--- src/rtl/bcd_updown_counter_pkg.sv ---
// rtl/bcd_updown_counter_pkg.sv - Shared BCD constants, types and helpers for the counter slice
//
// Purpose : Common definitions shared by the BCD counter and the downstream
//           7-segment decode/serialize stage, so both agree on digit width
//           and default digit count.
// Contents: BCD_W, BCD_MAX, BCD_MIN, BCD_DIGITS, core_state_e, bcd_sat().

package bcd_updown_counter_pkg;

   localparam int                 BCD_W      = 4;
   localparam logic [BCD_W-1:0]   BCD_MAX    = 4'd9;
   localparam logic [BCD_W-1:0]   BCD_MIN    = 4'd0;
   localparam int                 BCD_DIGITS = 6;

   typedef enum logic {
      ST_IDLE = 1'b0,
      ST_UPD  = 1'b1
   } core_state_e;

   // Clamp a nibble into the legal BCD range; anything above 9 becomes 9.
   function automatic logic [BCD_W-1:0] bcd_sat(input logic [BCD_W-1:0] nib);
      return (nib > BCD_MAX) ? BCD_MAX : nib;
   endfunction

endpackage

--- src/rtl/bcd_digit.sv ---
// rtl/bcd_digit.sv - Register-free single BCD digit up/down cell
//
// Purpose : Combinational next-value logic for one BCD nibble. Chained to
//           form a multi-digit counter; cin/cout are carry when counting up
//           and borrow when counting down.
// Ports   : digit_i  current nibble
//           up_dn_i  1 = increment, 0 = decrement
//           cin_i    carry/borrow in (1 = this digit steps)
//           digit_o  next nibble
//           cout_o   carry/borrow out to the next digit

module bcd_digit
   import bcd_updown_counter_pkg::*;
(
   input  logic [BCD_W-1:0] digit_i,
   input  logic             up_dn_i,
   input  logic             cin_i,
   output logic [BCD_W-1:0] digit_o,
   output logic             cout_o
);

   always_comb begin
      digit_o = digit_i;
      cout_o  = 1'b0;
      if (cin_i) begin
         if (up_dn_i) begin
            // >= rather than == so an illegal nibble still rolls over cleanly
            if (digit_i >= BCD_MAX) begin
               digit_o = BCD_MIN;
               cout_o  = 1'b1;
            end else begin
               digit_o = digit_i + 4'd1;
            end
         end else begin
            if (digit_i == BCD_MIN) begin
               digit_o = BCD_MAX;
               cout_o  = 1'b1;
            end else begin
               digit_o = digit_i - 4'd1;
            end
         end
      end
   end

endmodule

--- src/rtl/bcd_updown_counter.sv ---
// rtl/bcd_updown_counter.sv - Multi-digit BCD up/down event counter with periodic trigger
//
// Purpose : Synchronizes an asynchronous count strobe, counts its rising
//           edges in packed BCD (up or down), supports saturating parallel
//           load and hold, flags wrap, and issues the periodic one-cycle
//           trigger that starts each decode/serialize cycle downstream.
// Build   : define BCD_COUNTER_DEBOUNCE_EN to insert a DEB_CYCLES-long
//           debouncer between the synchronizer and the edge detector.
// Ports   : clk       system clock
//           reset     asynchronous, active-high reset
//           count_in  asynchronous count strobe (rising edge = one event)
//           up_dn     1 = increment, 0 = decrement
//           hold      1 = discard count events
//           load      1 = load load_val (nibbles saturated to 9)
//           load_val  packed BCD load value, digit 0 in [3:0]
//           cnt_out   registered packed BCD count
//           trigger   one-cycle pulse every TRIG_DIV clocks
//           wrap      one-cycle pulse on wrap past all-9s / all-0s

module bcd_updown_counter
   import bcd_updown_counter_pkg::*;
#(
   parameter int DIGITS     = BCD_DIGITS,
   parameter int TRIG_DIV   = 1024,
   parameter int DEB_CYCLES = 16
) (
   input  logic                    clk,
   input  logic                    reset,
   input  logic                    count_in,
   input  logic                    up_dn,
   input  logic                    hold,
   input  logic                    load,
   input  logic [BCD_W*DIGITS-1:0] load_val,
   output logic [BCD_W*DIGITS-1:0] cnt_out,
   output logic                    trigger,
   output logic                    wrap
);

   localparam int                 CW       = BCD_W * DIGITS;
   localparam int                 DIV_W    = (TRIG_DIV > 1) ? $clog2(TRIG_DIV) : 1;
   localparam logic [DIV_W-1:0]   DIV_LAST = DIV_W'(TRIG_DIV - 1);

   // arm_q marks when the synchronizer/edge registers hold genuine samples
   // after reset, so a strobe already high at reset release is not an edge.
`ifdef BCD_COUNTER_DEBOUNCE_EN
   localparam int ARM_LEN = 4;
`else
   localparam int ARM_LEN = 3;
`endif

   generate
      if (TRIG_DIV < DIGITS + 24) begin : g_bad_trig_div
         $error("TRIG_DIV must be at least DIGITS+24");
      end
      if (DEB_CYCLES < 1) begin : g_bad_deb_cycles
         $error("DEB_CYCLES must be at least 1");
      end
   endgenerate

   // ------------------------------------------------------------------
   // Input synchronizer and edge detector
   // ------------------------------------------------------------------
   logic               s1_q;
   logic               s2_q;
   logic               s3_q;
   logic [ARM_LEN-1:0] arm_q;
   logic               level;
   logic               evt;

   always_ff @(posedge clk or posedge reset) begin
      if (reset) begin
         s1_q  <= 1'b0;
         s2_q  <= 1'b0;
         s3_q  <= 1'b0;
         arm_q <= '0;
      end else begin
         s1_q  <= count_in;
         s2_q  <= s1_q;
         s3_q  <= level;
         arm_q <= {arm_q[ARM_LEN-2:0], 1'b1};
      end
   end

`ifdef BCD_COUNTER_DEBOUNCE_EN
   localparam int               DEB_W    = $clog2(DEB_CYCLES + 1);
   localparam logic [DEB_W-1:0] DEB_LAST = DEB_W'(DEB_CYCLES - 1);

   logic             acc_q;
   logic [DEB_W-1:0] deb_cnt_q;

   always_ff @(posedge clk or posedge reset) begin
      if (reset) begin
         acc_q     <= 1'b0;
         deb_cnt_q <= '0;
      end else if (!arm_q[ARM_LEN-2]) begin
         // Until the synchronizer holds real data, adopt its level directly
         // so a strobe high at reset release is not later seen as an edge.
         acc_q     <= s2_q;
         deb_cnt_q <= '0;
      end else if (s2_q == acc_q) begin
         deb_cnt_q <= '0;
      end else if (deb_cnt_q == DEB_LAST) begin
         acc_q     <= s2_q;
         deb_cnt_q <= '0;
      end else begin
         deb_cnt_q <= deb_cnt_q + 1'b1;
      end
   end

   assign level = acc_q;
`else
   assign level = s2_q;
`endif

   assign evt = level & ~s3_q & arm_q[ARM_LEN-1];

   // ------------------------------------------------------------------
   // Counter core state machine
   // ------------------------------------------------------------------
   core_state_e state_q;
   core_state_e state_d;
   logic        evt_ok;
   logic        wrap_q;
   logic        wrap_d;

   // load beats hold beats event; a dropped event is not remembered
   assign evt_ok = evt & ~hold & ~load;

   always_ff @(posedge clk or posedge reset) begin
      if (reset) begin
         state_q <= ST_IDLE;
      end else begin
         state_q <= state_d;
      end
   end

   always_comb begin
      state_d = ST_IDLE;
      case (state_q)
         ST_IDLE: state_d = (load || evt_ok) ? ST_UPD : ST_IDLE;
         // Another request straight after an update is taken immediately.
         ST_UPD:  state_d = (load || evt_ok) ? ST_UPD : ST_IDLE;
         default: state_d = ST_IDLE;
      endcase
   end

   always_comb begin
      wrap = (state_q == ST_UPD) && wrap_q;
   end

   // ------------------------------------------------------------------
   // BCD datapath
   // ------------------------------------------------------------------
   logic [CW-1:0]   cnt_q;
   logic [CW-1:0]   cnt_d;
   logic [CW-1:0]   step_val;
   logic [CW-1:0]   load_sat;
   logic [DIGITS:0] carry;

   assign carry[0] = 1'b1;

   generate
      for (genvar g = 0; g < DIGITS; g++) begin : g_digit
         bcd_digit u_digit (
            .digit_i (cnt_q[g*BCD_W +: BCD_W]),
            .up_dn_i (up_dn),
            .cin_i   (carry[g]),
            .digit_o (step_val[g*BCD_W +: BCD_W]),
            .cout_o  (carry[g+1])
         );
      end
   endgenerate

   always_comb begin
      load_sat = '0;
      for (int g = 0; g < DIGITS; g++) begin
         load_sat[g*BCD_W +: BCD_W] = bcd_sat(load_val[g*BCD_W +: BCD_W]);
      end
   end

   // Carry out of the top digit only happens from all-9s (up) or all-0s (down).
   always_comb begin
      cnt_d  = cnt_q;
      wrap_d = 1'b0;
      if (load) begin
         cnt_d = load_sat;
      end else if (evt_ok) begin
         cnt_d  = step_val;
         wrap_d = carry[DIGITS];
      end
   end

   always_ff @(posedge clk or posedge reset) begin
      if (reset) begin
         cnt_q  <= '0;
         wrap_q <= 1'b0;
      end else begin
         cnt_q  <= cnt_d;
         wrap_q <= wrap_d;
      end
   end

   assign cnt_out = cnt_q;

   // ------------------------------------------------------------------
   // Trigger divider
   // ------------------------------------------------------------------
   logic [DIV_W-1:0] div_q;
   logic [DIV_W-1:0] div_d;
   logic             trig_q;

   always_comb begin
      div_d = (div_q == DIV_LAST) ? '0 : div_q + 1'b1;
   end

   // Registered from div_d so the pulse lines up with div_q == TRIG_DIV-1.
   always_ff @(posedge clk or posedge reset) begin
      if (reset) begin
         div_q  <= '0;
         trig_q <= 1'b0;
      end else begin
         div_q  <= div_d;
         trig_q <= (div_d == DIV_LAST);
      end
   end

   assign trigger = trig_q;

endmodule

--- config.mk ---
export PLATFORM = sky130hd
export DESIGN_NAME = bcd_updown_counter
export DESIGN_NICKNAME = d
export VERILOG_FILES = /design/src/rtl/bcd_updown_counter_pkg.sv /design/src/rtl/bcd_digit.sv /design/src/rtl/bcd_updown_counter.sv
export SDC_FILE = /design/constraint.sdc
export NUM_CORES = 1
export LEC_CHECK = 0
export CORE_MARGIN = 2
export CORE_UTILIZATION = 49
export DETAILED_ROUTE_END_ITERATION = 6
export PLACE_DENSITY = 0.77
export RECOVER_POWER = 50
export SLEW_MARGIN = 20
export SYNTH_ARGS = -nofsm -noshare
export SYNTH_HDL_FRONTEND = slang
export SYNTH_SLANG_ARGS = --single-unit
--- constraint.sdc ---
create_clock -name clk -period 2.42 [get_ports clk]
set_input_delay 0.484 -clock clk [delete_from_list [all_inputs] [get_ports clk]]
set_output_delay 0.484 -clock clk [all_outputs]
set_load 0.03 [all_outputs]
==> results of run 1 <==
==> registers in the layout (all words and copies together) (netlist names) <==
signal   count
cnt_out     24
div_q       10
arm_q        3
level        1
s1_q         1
s3_q         1
state_q      1
trigger      1
wrap_q       1
==> cell usage in the layout (no fill, tap or decap), types with 4 or more instances in the layout <==
cell type and count:
clkdlybuf4s50_1 51, buf_4 42, nor2_1 38, dfrtp_1 37, nand2_1 30, inv_1 26, a21oi_1 19, ha_1 19
o21ai_0 14, nand3_1 12, nor3_1 12, a31oi_1 9, a211oi_1 8, nand2b_1 8, or3b_2 7, clkbuf_8 7
o21bai_1 6, xor2_1 6, dfrtp_2 6, nand3b_1 5, o31ai_1 5, mux4_2 5, o21a_1 5, mux2_2 4
nor4b_1 4, nand4_1 4, o311ai_0 4
==> cells by family (layout without fill, tap and decap cells) <==
family	Yosys count	after routing	share of synthesized area
compound gates	106	106	0.2249
xor+xnor	9	9	0.02361
fa+ha+maj	21	21	0.07871
buf+inv	52	136	0.06259
flops	43	43	0.3223
mux	11	11	0.05322
other cells	1	1	0.001123
simple gates	144	144	0.2335
==> cell usage after synthesis (6+ instances only) <==
master / n / area share
nor2_1: 38 / 0.043
nand3_1: 12 / 0.018
nor4b_1: 6 / 0.016
nand2b_1: 8 / 0.015
ha_1: 21 / 0.079
inv_1: 29 / 0.033
buf_1: 6 / 0.0067
clkbuf_1: 11 / 0.012
or3b_2: 8 / 0.021
nor3_1: 13 / 0.019
nand2_1: 30 / 0.034
a21oi_1: 20 / 0.030
o21bai_1: 6 / 0.013
a31oi_1: 9 / 0.017
dfrtp_1: 43 / 0.32
o21ai_0: 15 / 0.022
a211oi_1: 9 / 0.020
xor2_1: 6 / 0.016
==> routing by layer <==
layer / vias up / wire length (um) / GRT usage
met5: - / 0 / 0
met4: 0 / 97 / 0.04119
met3: 11 / 349 / 0.02762
met2: 92 / 4088 / 0.4000
met1: 1571 / 3744 / 0.3045
li1: 1588 / - / -
==> worst max-delay path by stage <==
stage,start,to,slack (ns)
floorplan,cnt_out[5],cnt_out[19],-0.11
global placement,hold,cnt_out[17],-0.13
detailed placement,hold,cnt_out[20],-0.15
CTS,cnt_out[5],cnt_out[17],0.02
global route,cnt_out[5],cnt_out[19],-0.05
finish,cnt_out[5],cnt_out[19],0.01
==> cell type report <==
cell class	count	share of cell area
multi-input cells	292	0.4833
flip-flops and latches	43	0.2457
repair buffers	99	0.2009
inverters	29	0.02469
clock buffers	8	0.02270
well taps	80	0.02270
==> per-stage QoR <==
stage               hold slack [ns]  setup WS [ns]  utilization  cells  cell area [um2]
finish                       0.3536        0.01475       0.6599    551             4409
global route                 0.3600       -0.04979       0.6599    551             4409
CTS                          0.3557        0.02001       0.6571    551             4390
detailed placement           0.3381        -0.1525       0.6416    543             4287
global placement             0.3328        -0.1264       0.6416    543             4287
floorplan                    0.3312        -0.1119            -    387             3388
==> critical path, stage by stage, from the launching register on <==
cell and delay [ns]:
dfrtp_2 0.41, inv_2 0.08, ha_4 0.13, or3b_4 0.39, o2bb2ai_4 0.13, or4b_4 0.54
or4_1 0.54, o311ai_2 0.08
==> repair_timing <==
action | 4_1_cts | 5_1_grt
setup endpoints to repair | 3 | 9
setup buffers | 0 | 0
gates resized for setup | 1 | 7
pin swaps | 0 | 2
==> report_power, final <==
part	total [W]	internal (W)	leakage [nW]	switching [W]
logic	0.000918	0.000437	1.27	0.000481
clock network	0.000498	0.000261	0.0515	0.000237
registers	0.000827	0.000774	0.521	0.0000532
total	0.00224	0.00147	1.84	0.000772
==> results.py, run 1 <==
metrics = {
    "place": {
        "hpwl_mm": 6.304,
        "port_buffers": 55,
        "place.gp.congestion": 0.8655,
    },
    "die": {
        "core-area_um2": 6681,
        "die_w_um": 86.54,
        "pin_count": 56,
        "row_count": 30,
        "start_util": 0.4996,
        "die_h_um": 86.54,
        "die_area_um2": 7489,
    },
    "clock_network": {
        "cts_tree": "done",
        "clk_path_buf_depth": 2,
        "hold_buffers": 0,
        "clkTransAtPathRegs_ns": 0.08,
        "cts-root-buf": "clkbuf_8",
        "clock-sinks": 43,
        "clock_latency_ns": 0.29,
        "cts_buffers": 5,
        "htreeDepth": 2,
    },
    "cells_and_area": {
        "nNetsFinal": 521,
        "multiInputGateArea_um2": 2131,
        "drive_above_1_share": 0.1996,
        "nFillCells": 551,
        "seqCellArea_um2": 1084,
        "area_growth_syn_to_layout_pct": 32.08,
        "diodes": 0,
    },
    "setup_path": {
        "critPathKind": "reg2reg",
        "arrival_ns": 2.60,
        "ff2ff_setup_slack_ns": 0.01,
        "r2r_cells": 7,
        "path_max_fanout": 7,
        "end_kind": "register",
        "r2r_end": "cnt_out[19]",
        "start_kind": "register",
        "regToRegStartpoint": "cnt_out[5]",
        "crit_required_ns": 2.61,
    },
    "logic_synthesis": {
        "post_synth_num_cell_types": 67,
        "syn_inst": 387,
        "syn-num-nets": 438,
        "ys_seq_area_frac": 0.3223,
        "ys_seq_elements": 43,
        "async_flop_share": 1.000,
        "synth_edf_count": 0,
        "syn_area_um2": 3338,
        "synth_warnings": 0,
        "synth.avg_cell_area_um2": 8.626,
        "ys.flop_type": "dfrtp_1",
    },
    "global_route": {
        "grt.total_usage": 0.2274,
        "grt_pass1_vias": 3106,
        "grt_max_degree": 40,
        "gr-total-overflow": 0,
        "grt_pass1_wl_mm": 13.88,
        "antenna_found_initial": 0,
    },
    "sta": {
        "timing.final.crit_share": 0.9939,
        "hold_viol_final": 0,
        "fin_crit_ns": 2.405,
        "totalNegativeSetupSlack_ns": 0,
        "setup_viol": 0,
        "fin_skew_ns": 0.007008,
        "slew_headroom": 0.5777,
        "grt_setup_unrepaired": "yes",
        "tightest_slew_ns": 0.6296,
        "fmax_mhz": 415.8,
        "slew_viol_final": 0,
    },
    "drt": {
        "dr.pass1.iters": 5,
        "route.detailed.wl_per_inst_um": 15.03,
        "route.vias.total": 3262,
        "dr.first_iter.drc_count": 298,
        "wl_mm": 8.280,
        "postRouteAntennaNets": 0,
        "drc_errors": 0,
        "vias_per_cell": 5.920,
    },
    "power_and_ir_drop": {
        "powerDensity_nw_per_um2": 508.7,
        "p_leak_nw": 1.841,
        "ir_drop_mv": 0.2920,
        "finalPower_w": 0.002243,
    },
    "min_path": {
        "hold_class": "reg2reg",
        "holdPathEnd": "arm_q[2]",
        "hold_start": "arm_q[1]",
        "min_path_cells": 0,
    },
    "outcome": {
        "status": "finished clean",
    },
    "run": {
        "maxCapViolCount": 0,
    },
}
Power figures use the tool's default switching activity.
==> run 2: changes to the inputs <==
CORE_UTILIZATION = 54   (was 49)
PLACE_DENSITY = 0.81   (was 0.77)
clock period = 2.3 ns   (was 2.42 ns; I/O delays follow)
==> run 2 against run 1 <==
  * Sequential share of layout area is 1.2 points lower
  * Global-route usage grew 6.5 points
  * Largest power group unchanged
  * Design area up 5.1%
  * The flow now finishes with violations (setup timing)
==> results.py, run 2 (same netlist as run 1, synthesis figures left out) <==
metrics = {
    "setup_path": {
        "crit_required_ns": 2.52,
        "slowest_delay_ns": 0.55,
        "arrival_ns": 2.56,
        "cp_top_family": "simple AND/OR/NAND/NOR gates",
        "end_kind": "register",
        "path_cells": "inv_2, ha_4, or3b_4, o2bb2ai_4, or4b_4, buf_6, or3_1, o211ai_1",
        "start_kind": "register",
        "path_max_fanout": 6,
        "critPathKind": "reg2reg",
        "crit_slowest_cell": "or4b_4",
        "path_buf_inv": 2,
    },
    "sta": {
        "timing.final.ws_setup_ns": -0.03694,
        "hold_viol_final": 0,
        "grt_setup_unrepaired": "yes",
        "fin_skew_ns": 0.005937,
        "fmax_mhz": 427.9,
        "slew_viol_final": 0,
        "slew_headroom": 0.4757,
        "timing.final.crit_share": 1.016,
        "totalNegativeSetupSlack_ns": -0.04431,
        "tightest_slew_ns": 0.7817,
        "setup_viol": 3,
        "fin_crit_ns": 2.337,
    },
    "drt": {
        "drc_errors": 0,
        "vias_per_cell": 6.055,
        "postRouteAntennaNets": 0,
        "route.detailed.wl_per_inst_um": 16.64,
        "dr.first_iter.drc_count": 209,
        "wl_mm": 9.404,
        "dr.pass1.iters": 6,
        "route.vias.total": 3421,
    },
    "outcome": {
        "status": "complete, but fails checks",
        "violations": "setup timing",
    },
    "global_route": {
        "grt_pass1_wl_mm": 15.35,
        "grt.total_usage": 0.2921,
        "gr-total-overflow": 0,
        "antenna_found_initial": 0,
        "grt_max_degree": 36,
        "grt_pass1_vias": 3311,
    },
    "place": {
        "place_ws_ns": -0.2753,
        "hpwl_mm": 6.858,
        "place.gp.congestion": 0.8856,
        "port_buffers": 55,
    },
    "cells_and_area": {
        "diodes": 0,
        "drive_above_1_share": 0.2408,
        "nNetsFinal": 540,
        "multiInputGateArea_um2": 2215,
        "largest_reg_flops": 24,
        "nFillCells": 402,
        "layout_commonest_cell": "buf_4",
        "final_cell_mix": "buf_4, clkdlybuf4s50_1, nor2_1, dfrtp_1, nand2_1",
        "area_growth_syn_to_layout_pct": 38.87,
        "seqCellArea_um2": 1084,
    },
    "run": {
        "maxCapViolCount": 0,
    },
    "clock_network": {
        "cts_tree": "done",
        "htreeDepth": 2,
        "cts_buffers": 5,
        "clock_latency_ns": 0.30,
        "clk_path_buf_depth": 2,
        "clkTransAtPathRegs_ns": 0.09,
        "cts-root-buf": "clkbuf_8",
        "clock-sinks": 43,
    },
    "power_and_ir_drop": {
        "powerDensity_nw_per_um2": 540.6,
        "finalPower_w": 0.002506,
        "ir_drop_mv": 0.3909,
        "p_leak_nw": 1.948,
    },
    "min_path": {
        "hold_class": "reg2reg",
    },
    "die": {
        "pin_count": 56,
        "die_h_um": 82.63,
        "die_area_um2": 6827,
        "core-area_um2": 5956,
        "row_count": 28,
        "start_util": 0.5605,
        "die_w_um": 82.63,
    },
}
## run 2: cell types whose count changed in the layout (fill, tap and decap cells not counted), moves of 2 or more
| cell | previous run | this run |
|---|---|---|
| a31oi_1 | 9 | 7 |
| a31oi_4 | 0 | 2 |
| buf_4 | 42 | 58 |
| buf_6 | 0 | 2 |
| nor3_1 | 12 | 10 |
| o311ai_1 | 0 | 2 |
| o311ai_2 | 2 | 0 |
| or3b_2 | 7 | 4 |
| or3b_4 | 2 | 5 |
## run 2: worst paths after layout
check	start	endpoint	slack [ns]	cells past startpoint
worst min register to register	arm_q[1]	arm_q[2]	0.35	0
worst min-delay path	arm_q[1]	arm_q[2]	0.35	0
min in group asynchronous	reset	s3_q	0.64	2
max in group asynchronous	reset	div_q[6]	0.71	3
worst max-delay path	cnt_out[4]	cnt_out[18]	-0.04	8
worst max register to register	cnt_out[4]	cnt_out[18]	-0.04	8
## run 2: layer usage
| metal | track usage | routed length (um) | up-vias |
|---|---|---|---|
| met5 | 0 | 0 | - |
| met4 | 0.1000 | 234 | 0 |
| met3 | 0.04565 | 499 | 28 |
| met2 | 0.5298 | 4787 | 139 |
| met1 | 0.3504 | 3882 | 1632 |
| li1 | - | - | 1622 |
## run 2: power breakdown
part | leakage (nW) | switching, W | internal (W)
logic | 1.38 | 0.000561 | 0.000524
registers | 0.521 | 0.0000583 | 0.000814
clock network | 0.0505 | 0.000274 | 0.000274
total | 1.95 | 0.000894 | 0.00161
## run 2: area by class of cell
| class | instances | area share |
|---|---|---|
| Sequential cell | 43 | 0.2337 |
| Timing Repair Buffer | 118 | 0.2224 |
| Multi-Input combinational cell | 292 | 0.4777 |
| Clock buffer | 7 | 0.02078 |
| Inverter | 29 | 0.02348 |
| Clock inverter | 1 | 0.001619 |
| Tap cell | 75 | 0.02024 |
## run 2: worst register-to-register path, delay by kind of cell, from the launching register on
kind / cells / cell delay [ns]
AOI/OAI and AO/OA: 2 / 0.22
adders and majority gates: 1 / 0.13
buffers and inverters: 2 / 0.23
DFF: 1 / 0.41
and+or+nand+nor: 3 / 1.28
## run 2: repair_timing
item                       in CTS  in global routing
gates resized for setup        16                  9
pin swaps                       9                  3
hold buffers                    0                  0
setup buffers                   2                  1
setup endpoints to repair      17                 18
## run 2: through the flow
| step | area [um2] | std cells | utilization | hold WS [ns] |
|---|---|---|---|---|
| 6_report | 4636 | 565 | 0.7784 | 0.3526 |
| 5_1_grt | 4636 | 565 | 0.7784 | 0.3574 |
| 4_1_cts | 4591 | 564 | 0.7708 | 0.3557 |
| 3_5_place_dp | 4394 | 554 | 0.7378 | 0.3410 |
| 3_3_place_gp | 4394 | 554 | 0.7378 | 0.3317 |
| 2_1_floorplan | 3395 | 387 | - | 0.3312 |
==> RTL change: new RTL, settings of run 2 <==
Build with the macro `BCD_COUNTER_DEBOUNCE_EN` defined.
--- a/src/rtl/bcd_updown_counter.sv
+++ b/src/rtl/bcd_updown_counter.sv
@@ -17,6 +17,8 @@
 //           trigger   one-cycle pulse every TRIG_DIV clocks
 //           wrap      one-cycle pulse on wrap past all-9s / all-0s
 
+`define BCD_COUNTER_DEBOUNCE_EN
+
 module bcd_updown_counter
    import bcd_updown_counter_pkg::*;
 #(
Behaviour: not the same (Yosys sat finds a counterexample within 10 cycles, from zero or initial values and one cycle with reset high).
==> RTL change against run 2 <==
- critical path depth is the same
- wire length up 0.39%
- total power shrank 1.0%
- worst setup slack better by 0.086 ns
- synthesized area up 9.7%
- sequential cell count is 7 higher
- combinational power is 23% lower
- clock power grew 20%
- final area grew 4.2%
- cell count is 4.6% higher
- first-iteration DRC count is 22% higher
- sequential share of layout area increased by 2.7 points
==> RTL change: results (changes against run 2) <==
Global route
  – First-pass GRT wire length: 15.7 mm (+2.2%)
  – GR Util met2: 0.440 (-0.0900)
  – All-layer global routing usage: 0.260 (-0.0317)
  – Global Route met3 Usage: 0.0371 (-0.00851)
  – Met1 Resource Use GR: 0.345 (-0.00562)
  – Largest net degree at the start of global routing: 51 (+42%)

Finish
  – Nets: 562 (+4.1%)
  – Layout fillers: 503 (+25%)
  – Share of cells above drive strength 1: 0.207 (-0.0334)

Detailed routing
  – Total number of vias: 3550 (+3.8%)
  – WL final: 9.44 mm (+0.39%)
  – Detailed Route Iter0 Violations: 254 (+22%)
  – Avg WL per Cell: 16.0 um (-4.0%)

Synthesis
  – Post-synthesis sequential area ratio: 0.342 (+0.0194)
  – Netlist cell types: 67 (unchanged)
  – Synth top area cells: dfrtp_1 34%, ha_1 7.5%, nor2_1 3.8%
  – Cells after synthesis: 413 (+6.7%)
  – Synthesized Nets: 465 (+6.2%)

Placement
  – DPL Wire Length: 7.07 mm (+3.2%)
  – Post-DP Area: 4660 um^2 (+6.0%)
  – Pre-CTS setup slack: -0.330 ns (-0.0550 ns)
  – Gpl congestion: 0.919 (+3.8%)

Outcome
  – Status: finished clean

Critical path
  – Arr. time, crit path: 2.46 ns (-0.10 ns)
  – Largest fanout on the critical path: 7 (+1)
  – Flop2flop setup slack: 0.05 ns (+0.09 ns)

Clocking
  – Worst-skew pair later-pin latency: 0.32 ns (+0.02 ns)
  – Worst-path clk slew: 0.11 ns (+0.02 ns)

STA
  – Worst Tran Pin Value: 1.26 ns (+0.482 ns)
  – Final Skew: 0.0149 ns (+0.00894 ns)
  – Setup TNS: 0 ns (+0.0443 ns)

Hold path
  – Hold_sp: s1_q
  – WHS Endpoint: s2_q
[RTL change: cell count changes after synthesis, sizes merged, moves of 4 or more]
cell,delta
dfrtp,+7
inv,+7
nor4,+4
o21ai,+10
a21oi,-7
[RTL change: how the worst max path moves through the flow]
stage | depth (start not counted) | to | slack [ns]
CTS | 6 | cnt_out[14] | 0.0006
finish | 8 | cnt_out[23] | 0.05
floorplan | 7 | cnt_out[14] | -0.01
global placement | 6 | cnt_out[14] | -0.29
global route | 7 | cnt_out[14] | -0.04
detailed placement | 6 | cnt_out[14] | -0.33
[RTL change: through the flow]
stage	hold WS, ns	utilization
after floorplan	0.331	-
after CTS	0.365	0.716
final	0.359	0.723
after global routing	0.369	0.723
after global placement	0.336	0.697
after detailed placement	0.342	0.697
[RTL change: area by class of cell]
class                   count  share of cell area
flip-flops and latches     50               0.261
inverters                  36              0.0285
clock buffers               5              0.0143
multi-input cells         306               0.464
repair buffers            111               0.202
well taps                  80              0.0207
clock inverters             3             0.00985
[RTL change: cell families (layout without fill, tap and decap cells)]
kind of cell / count (synthesis) / in the layout / share of synthesized area
simple gates: 148 / 148 / 0.223
compound gates: 112 / 112 / 0.222
buf+inv: 57 / 155 / 0.0619
flops: 50 / 50 / 0.342
fa+ha+maj: 22 / 22 / 0.0752
xor+xnor: 12 / 12 / 0.0287
mux: 11 / 11 / 0.0458
other cells: 1 / 1 / 0.00102
[RTL change: worst max-delay path, stage by stage, from the launching register on]
cell and delay (ns):
dfrtp_2 0.43, inv_1 0.08, ha_2 0.21, nor4b_1 0.35, a31oi_2 0.08, nand4b_4 0.25, buf_6 0.16, or4_1 0.46
o311ai_1 0.10
[RTL change: power by group]
group          internal [mW]  switching (mW)
Combinational          0.397           0.443
Clock                  0.332           0.325
Sequential             0.932          0.0508
[RTL change: timing repair]
| item | in CTS | in global routing |
|---|---|---|
| gates resized for setup | 1 | 16 |
| pin swaps | 0 | 2 |
| hold buffers | 0 | 0 |
| buffers inserted | 0 | 3 |
| setup endpoints to repair | 1 | 14 |
[RTL change: routing by layer]
metal	routed length [um]	up-vias
met5	0	-
met4	236	0
met3	482	24
met2	4800	133
met1	3930	1690
li1	-	1703
